--- src/rtl/nn_fixed_pkg.sv ---
// -----------------------------------------------------------------------------
// nn_fixed_pkg
//   Fixed-point constants and shared types for the neuron datapath. The
//   multiply-accumulate front end and the sigmoid stage both use these, so the
//   Q8.24 format and the saturation limits are defined in one place.
//
//   Contents:
//     DATA_W, FRAC_BITS, ACC_W, MAX_TERMS : default datapath geometry
//     Q_ONE                               : 1.0 in Q8.24
//     SAT_MAX / SAT_MIN                   : Q8.24 clip limits
//     mac_state_e                         : MAC controller states
// -----------------------------------------------------------------------------
package nn_fixed_pkg;

    localparam int DATA_W    = 32;
    localparam int FRAC_BITS = 24;
    localparam int ACC_W     = 48;
    localparam int MAX_TERMS = 256;

    localparam logic [DATA_W-1:0] Q_ONE   = 32'h0100_0000;
    localparam logic [DATA_W-1:0] SAT_MAX = 32'h7FFF_FFFF;
    localparam logic [DATA_W-1:0] SAT_MIN = 32'h8000_0000;

    typedef enum logic [1:0] {
        ST_IDLE  = 2'd0,  // waiting for the first beat of a neuron
        ST_ACC   = 2'd1,  // streaming terms into the accumulator
        ST_FLUSH = 2'd2,  // folding in the last product and clipping
        ST_HOLD  = 2'd3   // result presented, waiting for out_ready
    } mac_state_e;

endpackage : nn_fixed_pkg

--- src/rtl/fx_saturate.sv ---
// -----------------------------------------------------------------------------
// fx_saturate
//   Clips a wide signed value to a narrower signed range. Values above the
//   largest OUT_W-bit signed number become that maximum, values below the
//   smallest become that minimum; anything in range passes through as its low
//   OUT_W bits. clipped_o flags that a limit was applied.
//
//   Ports:
//     sum_i      in   IN_W   signed input value
//     data_o     out  OUT_W  signed clipped value
//     clipped_o  out  1      data_o differs from sum_i
// -----------------------------------------------------------------------------
module fx_saturate #(
    parameter int IN_W  = 48,
    parameter int OUT_W = 32
) (
    input  logic [IN_W-1:0]  sum_i,
    output logic [OUT_W-1:0] data_o,
    output logic             clipped_o
);

    // Output limits sign-extended to the input width so the compare happens
    // at full precision.
    localparam logic [IN_W-1:0] HI_EXT = {{(IN_W-OUT_W+1){1'b0}}, {(OUT_W-1){1'b1}}};
    localparam logic [IN_W-1:0] LO_EXT = {{(IN_W-OUT_W+1){1'b1}}, {(OUT_W-1){1'b0}}};

    logic over;
    logic under;

    assign over  = $signed(sum_i) > $signed(HI_EXT);
    assign under = $signed(sum_i) < $signed(LO_EXT);

    always_comb begin
        // NOTE: every output gets a value on every path, so no latch is inferred.
        data_o    = sum_i[OUT_W-1:0];
        clipped_o = 1'b0;
        if (over) begin
            data_o    = HI_EXT[OUT_W-1:0];
            clipped_o = 1'b1;
        end else if (under) begin
            data_o    = LO_EXT[OUT_W-1:0];
            clipped_o = 1'b1;
        end
    end

endmodule : fx_saturate

--- src/rtl/neuron_mac.sv ---
// -----------------------------------------------------------------------------
// neuron_mac
//   Serial multiply-accumulate front end of a neuron. Streams (activation,
//   weight) beats, forms bias + sum(x*w) in signed Q8.24 using a Q24.24
//   accumulator, saturates to DATA_W bits and presents one pre-activation value
//   per neuron to the sigmoid stage.
//
//   Ports:
//     clk        in   1       clock, rising edge
//     rst        in   1       synchronous active-high reset
//     bias       in   DATA_W  neuron bias, taken on the first beat only
//     in_valid   in   1       in_x/in_w/in_last valid
//     in_ready   out  1       a beat is accepted this cycle if in_valid
//     in_x       in   DATA_W  activation, Q8.24
//     in_w       in   DATA_W  weight, Q8.24
//     in_last    in   1       final term of this neuron
//     out_valid  out  1       out_data valid, held until out_ready
//     out_ready  in   1       downstream accepts out_data
//     out_data   out  DATA_W  saturated pre-activation, Q8.24
//     out_sat    out  1       out_data was clipped
//     out_ovr    out  1       MAX_TERMS reached without in_last
// -----------------------------------------------------------------------------
module neuron_mac
    import nn_fixed_pkg::*;
#(
    parameter int DATA_W    = nn_fixed_pkg::DATA_W,
    parameter int FRAC_BITS = nn_fixed_pkg::FRAC_BITS,
    parameter int ACC_W     = nn_fixed_pkg::ACC_W,
    parameter int MAX_TERMS = nn_fixed_pkg::MAX_TERMS
) (
    input  logic              clk,
    input  logic              rst,
    input  logic [DATA_W-1:0] bias,
    input  logic              in_valid,
    output logic              in_ready,
    input  logic [DATA_W-1:0] in_x,
    input  logic [DATA_W-1:0] in_w,
    input  logic              in_last,
    output logic              out_valid,
    input  logic              out_ready,
    output logic [DATA_W-1:0] out_data,
    output logic              out_sat,
    output logic              out_ovr
);

    localparam int              CNT_W = $clog2(MAX_TERMS + 1);
    localparam logic [CNT_W-1:0] CNT_MAX = CNT_W'(MAX_TERMS);
    localparam logic [CNT_W-1:0] CNT_ONE = CNT_W'(1);

    // ------------------------------------------------------------------
    // State
    // ------------------------------------------------------------------
    mac_state_e        state_q,     state_d;
    logic [ACC_W-1:0]  acc_q,       acc_d;
    logic [ACC_W-1:0]  prod_q,      prod_d;
    logic              prod_vld_q,  prod_vld_d;   // prod_q not yet added to acc_q
    logic [CNT_W-1:0]  cnt_q,       cnt_d;
    logic              ovr_q,       ovr_d;        // term limit hit in this neuron
    logic              out_valid_q, out_valid_d;
    logic [DATA_W-1:0] out_data_q,  out_data_d;
    logic              out_sat_q,   out_sat_d;
    logic              out_ovr_q,   out_ovr_d;

    // ------------------------------------------------------------------
    // Datapath
    // ------------------------------------------------------------------
    logic                       beat;
    logic signed [2*DATA_W-1:0] prod_full;
    logic [ACC_W-1:0]           prod_ext;
    logic [ACC_W-1:0]           bias_ext;
    logic [ACC_W-1:0]           sum;
    logic [DATA_W-1:0]          sat_data;
    logic                       sat_clip;
    logic [CNT_W-1:0]           cnt_inc;

    // Ready depends on rst directly so nothing is accepted while reset is held,
    // whatever state the register happens to be in.
    assign in_ready = !rst && (state_q == ST_IDLE || state_q == ST_ACC);
    assign beat     = in_valid && in_ready;

    // Full-width signed product; the arithmetic shift drops the extra fraction
    // bits rounding toward -inf. The remaining value fits in ACC_W bits, so
    // keeping the low ACC_W bits is a correct sign extension.
    assign prod_full = $signed(in_x) * $signed(in_w);
    assign prod_ext  = ACC_W'(prod_full >>> FRAC_BITS);
    assign bias_ext  = {{(ACC_W-DATA_W){bias[DATA_W-1]}}, bias};
    assign cnt_inc   = cnt_q + CNT_ONE;

    assign sum = acc_q + (prod_vld_q ? prod_q : '0);

    fx_saturate #(
        .IN_W  (ACC_W),
        .OUT_W (DATA_W)
    ) u_sat (
        .sum_i     (sum),
        .data_o    (sat_data),
        .clipped_o (sat_clip)
    );

    // ------------------------------------------------------------------
    // Next-state logic
    // ------------------------------------------------------------------
    always_comb begin
        state_d     = state_q;
        acc_d       = acc_q;
        prod_d      = prod_q;
        prod_vld_d  = prod_vld_q;
        cnt_d       = cnt_q;
        ovr_d       = ovr_q;
        out_valid_d = out_valid_q;
        out_data_d  = out_data_q;
        out_sat_d   = out_sat_q;
        out_ovr_d   = out_ovr_q;

        unique case (state_q)
            ST_IDLE: begin
                if (beat) begin
                    acc_d      = bias_ext;
                    prod_d     = prod_ext;
                    prod_vld_d = 1'b1;
                    cnt_d      = CNT_ONE;
                    ovr_d      = !in_last && (CNT_ONE == CNT_MAX);
                    state_d    = (in_last || CNT_ONE == CNT_MAX) ? ST_FLUSH : ST_ACC;
                end
            end

            ST_ACC: begin
                // The previous product is folded in every cycle; a new beat
                // replaces it in the same cycle, keeping one beat per clock.
                if (prod_vld_q) begin
                    acc_d = acc_q + prod_q;
                end
                prod_vld_d = 1'b0;
                if (beat) begin
                    prod_d     = prod_ext;
                    prod_vld_d = 1'b1;
                    cnt_d      = cnt_inc;
                    if (in_last) begin
                        state_d = ST_FLUSH;
                    end else if (cnt_inc == CNT_MAX) begin
                        ovr_d   = 1'b1;
                        state_d = ST_FLUSH;
                    end
                end
            end

            ST_FLUSH: begin
                out_data_d  = sat_data;
                out_sat_d   = sat_clip;
                out_ovr_d   = ovr_q;
                out_valid_d = 1'b1;
                prod_vld_d  = 1'b0;
                state_d     = ST_HOLD;
            end

            ST_HOLD: begin
                if (out_ready) begin
                    out_valid_d = 1'b0;
                    out_sat_d   = 1'b0;
                    out_ovr_d   = 1'b0;
                    ovr_d       = 1'b0;
                    state_d     = ST_IDLE;
                end
            end

            default: state_d = ST_IDLE;
        endcase
    end

    // ------------------------------------------------------------------
    // Registers
    // ------------------------------------------------------------------
    always_ff @(posedge clk) begin
        // NOTE: non-blocking assignments so every register samples the
        // pre-edge values, independent of statement order.
        if (rst) begin
            state_q     <= ST_IDLE;
            acc_q       <= '0;
            prod_q      <= '0;
            prod_vld_q  <= 1'b0;
            cnt_q       <= '0;
            ovr_q       <= 1'b0;
            out_valid_q <= 1'b0;
            out_data_q  <= '0;
            out_sat_q   <= 1'b0;
            out_ovr_q   <= 1'b0;
        end else begin
            state_q     <= state_d;
            acc_q       <= acc_d;
            prod_q      <= prod_d;
            prod_vld_q  <= prod_vld_d;
            cnt_q       <= cnt_d;
            ovr_q       <= ovr_d;
            out_valid_q <= out_valid_d;
            out_data_q  <= out_data_d;
            out_sat_q   <= out_sat_d;
            out_ovr_q   <= out_ovr_d;
        end
    end

    assign out_valid = out_valid_q;
    assign out_data  = out_data_q;
    assign out_sat   = out_sat_q;
    assign out_ovr   = out_ovr_q;

endmodule : neuron_mac

--- config.mk ---
export PLATFORM = sky130hd
export DESIGN_NAME = neuron_mac
export DESIGN_NICKNAME = d
export VERILOG_FILES = /design/src/rtl/nn_fixed_pkg.sv /design/src/rtl/fx_saturate.sv /design/src/rtl/neuron_mac.sv
export SDC_FILE = /design/constraint.sdc
export NUM_CORES = 2
export LEC_CHECK = 0
export CAP_MARGIN = 0
export CORE_MARGIN = 10
export CORE_UTILIZATION = 45
export DETAILED_ROUTE_END_ITERATION = 7
export SYNTH_ARGS = -nofsm -noshare
export SYNTH_HDL_FRONTEND = slang
export SYNTH_SLANG_ARGS = --single-unit
--- constraint.sdc ---
create_clock -name clk -period 21.8 [get_ports clk]
set_clock_uncertainty 0.2 [all_clocks]
set_input_delay 4.36 -clock clk [delete_from_list [all_inputs] [get_ports clk]]
set_output_delay 4.36 -clock clk [all_outputs]
set_load 0.005 [all_outputs]
==> flow_summary.yaml <==
status:
  status: "finished clean"
floorplanning:
  dieArea_um2: 116000
  num_rows: 117
  start_util_pct: 45.4
  fp.dieH_um: 340
  die_w_um: 340
  core_area_um2: 102000
  pin_count: 137
drt:
  vias: 34000
  routed_wl_mm: 126
  dr.pass1.iters: 5
  wl_per_cell_um: 19.4
  drc: 0
  drt_iter0_markers: 1795
  routed_via_density: 5.25
  drtAntennaViolNets: 0
setup_path:
  crit_top_cell: "fa_1"
  cp-startpoint: "in_w[5]"
  critPathRequiredTime_ns: 21.88
  path_depth: 31
  r2r_slack_ns: 16.55
  cp_num_buf_inv: 9
  worst-setup-path-type: "input port to flip-flop"
  end_kind: "flip-flop"
  cp_max_fo: 32
  worstReg2RegStart: "prod_vld_q"
  rr_worst_depth: 15
  cp-endpoint: "prod_q[34]"
  worst_setup_path_start_kind: "input port"
  cpPeakStageDelay_ns: 0.81
  cp_data_arrival_time_ns: 13.14
  timing.rr.end: "out_data[7]"
  critPathTopFamily: "adder cells"
  slowest_stage: "fa_1"
global_routing:
  grt_pass1_wl_mm: 206
  grt.total_usage_pct: 22.1
  grt_pass1_vias: 36700
  antenna_found_initial: 2
  gr-total-overflow: 0
  grt_max_degree: 99
clock_tree:
  cts_resized: 0
  cts_buffers: 17
  cts_tree: "yes"
  cts-root-buf: "clkbuf_16"
  clkTransAtPathRegs_ns: 0.06
  cts.sinks: 136
  worstSkewPairLatency_ns: 0.44
  cts_setup_buffers: 0
  clk_path_buf_depth: 2
  h-tree-depth: 4
  hold_buffers: 0
logic_synthesis:
  synthArstFlopShare_pct: 0
  synth-seq-area-share_pct: 5.90
  netlist_area_um2: 46100
  ys_ff_latch: 136
  synth_area_leader_cell: "fa_1"
  ys.warnings.count: 0
  synthesis.nets: 6607
  ys.flop_type: "dfxtp_1"
  syn-instance-count: 5143
  ys_types: 77
  synthTopCellsByArea: "fa_1, inv_1, and2_1"
  syn_avg_cell_area_um2: 8.97
  synth_top_area_share_pct: 47.0
  synth_edf_count: 0
timing:
  slew_viol_final: 0
  setup_tns_ns: 0
  fmaxAchievable_mhz: 76.6
  setup_viol: 0
  relSlewSlack_pct: 22.4
  rsz0062_at_grt: "no"
  finalCritPeriodShare_pct: 59.9
  worstMarginPinSlew_ns: 1.16
  finalCriticalPeriod_ns: 13.05
  final-hold-violation-count: 0
cells_and_area:
  area_growth_pct: 6.58
  fin_cells: 6474
  drive_gt1_share_pct: 2.59
  layout.nets: 6555
  fill_cells: 9766
placement:
  dp.cells: 6440
  dp_hpwl_mm: 99.2
  gp_congestion: 0.889
  numPortBuffers: 136
min_path:
  hold_path_class: "flip-flop to flip-flop"
  holdPathStages: 2
job:
  max_cap_viol_count: 0
## layout make-up
cell class	count	area, um^2	share of cell area (%)
flip-flops and latches	136	2720	5.54
clock buffers	24	482	0.980
diodes	2	5.00	0.0102
repair buffers	196	1750	3.55
well taps	1368	1710	3.48
inverters	994	3730	7.59
clock inverters	8	95.1	0.193
multi-input cells	3746	38700	78.7
## stage by stage
step	util (%)	instance area (um^2)	hold WS, ns	setup slack [ns]
2_1_floorplan	-	46100	0.249	9.57
3_3_place_gp	47.8	48600	0.238	8.33
3_5_place_dp	47.8	48600	0.244	8.30
4_1_cts	48.3	49200	0.259	8.74
5_1_grt	48.3	49200	0.286	8.09
6_report	48.3	49200	0.253	8.75
## synthesized netlist by cell type (all sizes together), types with 72 or more instances
cell	instances
a21o	91
a21oi	178
and2	564
clkbuf	249
dfxtp	136
fa	1083
ha	280
inv	994
nand2	616
nand3	87
nor2	141
o21ai	139
xnor2	72
## cells by family (layout without fill, tap and decap cells)
| logic type | count (synthesis) | count (layout) | share of synthesized area (%) |
|---|---|---|---|
| compound gates | 630 | 630 | 8.80 |
| xor+xnor | 129 | 129 | 2.45 |
| fa+ha+maj | 1363 | 1363 | 54.6 |
| buf+inv | 1261 | 1222 | 10.3 |
| flops | 136 | 136 | 5.90 |
| mux | 22 | 22 | 0.483 |
| other cells | 0 | 2 | 0 |
| simple gates | 1602 | 1602 | 17.5 |
## worst min-delay path, delay by kind of cell, from the launching register on
family,cells,cell delay (ns)
flops,1,0.32
compound gates,1,0.05
simple gates,1,0.05
## worst min path at each step
stage	startpoint	endpoint	slack, ns
5_1_grt	out_data[7]	out_data[7]	0.29
3_3_place_gp	out_data[20]	out_data[20]	0.24
3_5_place_dp	out_data[7]	out_data[7]	0.24
6_report	out_data[8]	out_data[8]	0.25
2_1_floorplan	out_data[20]	out_data[20]	0.25
4_1_cts	out_data[8]	out_data[8]	0.26
## cells in the final DEF (no fill, tap or decap), types with 6 or more instances in the layout
cell type        Yosys  routed
nand2b_1            24      24
or4_1                7       7
clkbuf_16            0      17
nor2b_1             46      46
buf_4                0      60
a211oi_1            45      44
o31ai_1              6       6
xnor2_1             72      72
nor3b_1              6       6
dfxtp_1            136     136
and3_1              18      18
and2_1             563     563
nor4_1               7       7
a21o_1              91      91
xor2_1              57      57
o21ai_0            136     136
a31oi_1             22      22
o211ai_1            42      42
a211o_1              7       7
inv_1              994     993
or2_2                7       7
nor3_1              25      25
nand2_1            616     615
nand3_1             86      86
nand4_1             31      31
or3_1                6       6
ha_1               280     279
nor2_1             141     140
mux2i_1             20      20
fa_1              1083    1083
clkdlybuf4s50_1      0     123
buf_2               12      13
o21a_1              20      20
and4_1               6       6
a21oi_1            178     178
o21bai_1             9       9
## per-layer routing
metal	GRT usage, %	part of all wire [%]	vias up
met5	0	0.010	-
met4	4.39	1.6	2
met3	5.10	8.0	129
met2	34.4	44	1010
met1	31.5	46	17200
li1	-	-	15600
## state kept, by name (all words and copies together) (netlist names)
register / flops
acc_q: 48
cnt_q: 9
out_data: 32
out_ovr: 1
out_sat: 1
out_valid: 1
ovr_q: 1
prod_q: 40
prod_vld_q: 1
state_q: 2
Power is left out: the tool's default activity adds up to more than one toggle a clock period on the data nets, which glitch-free logic cannot reach.
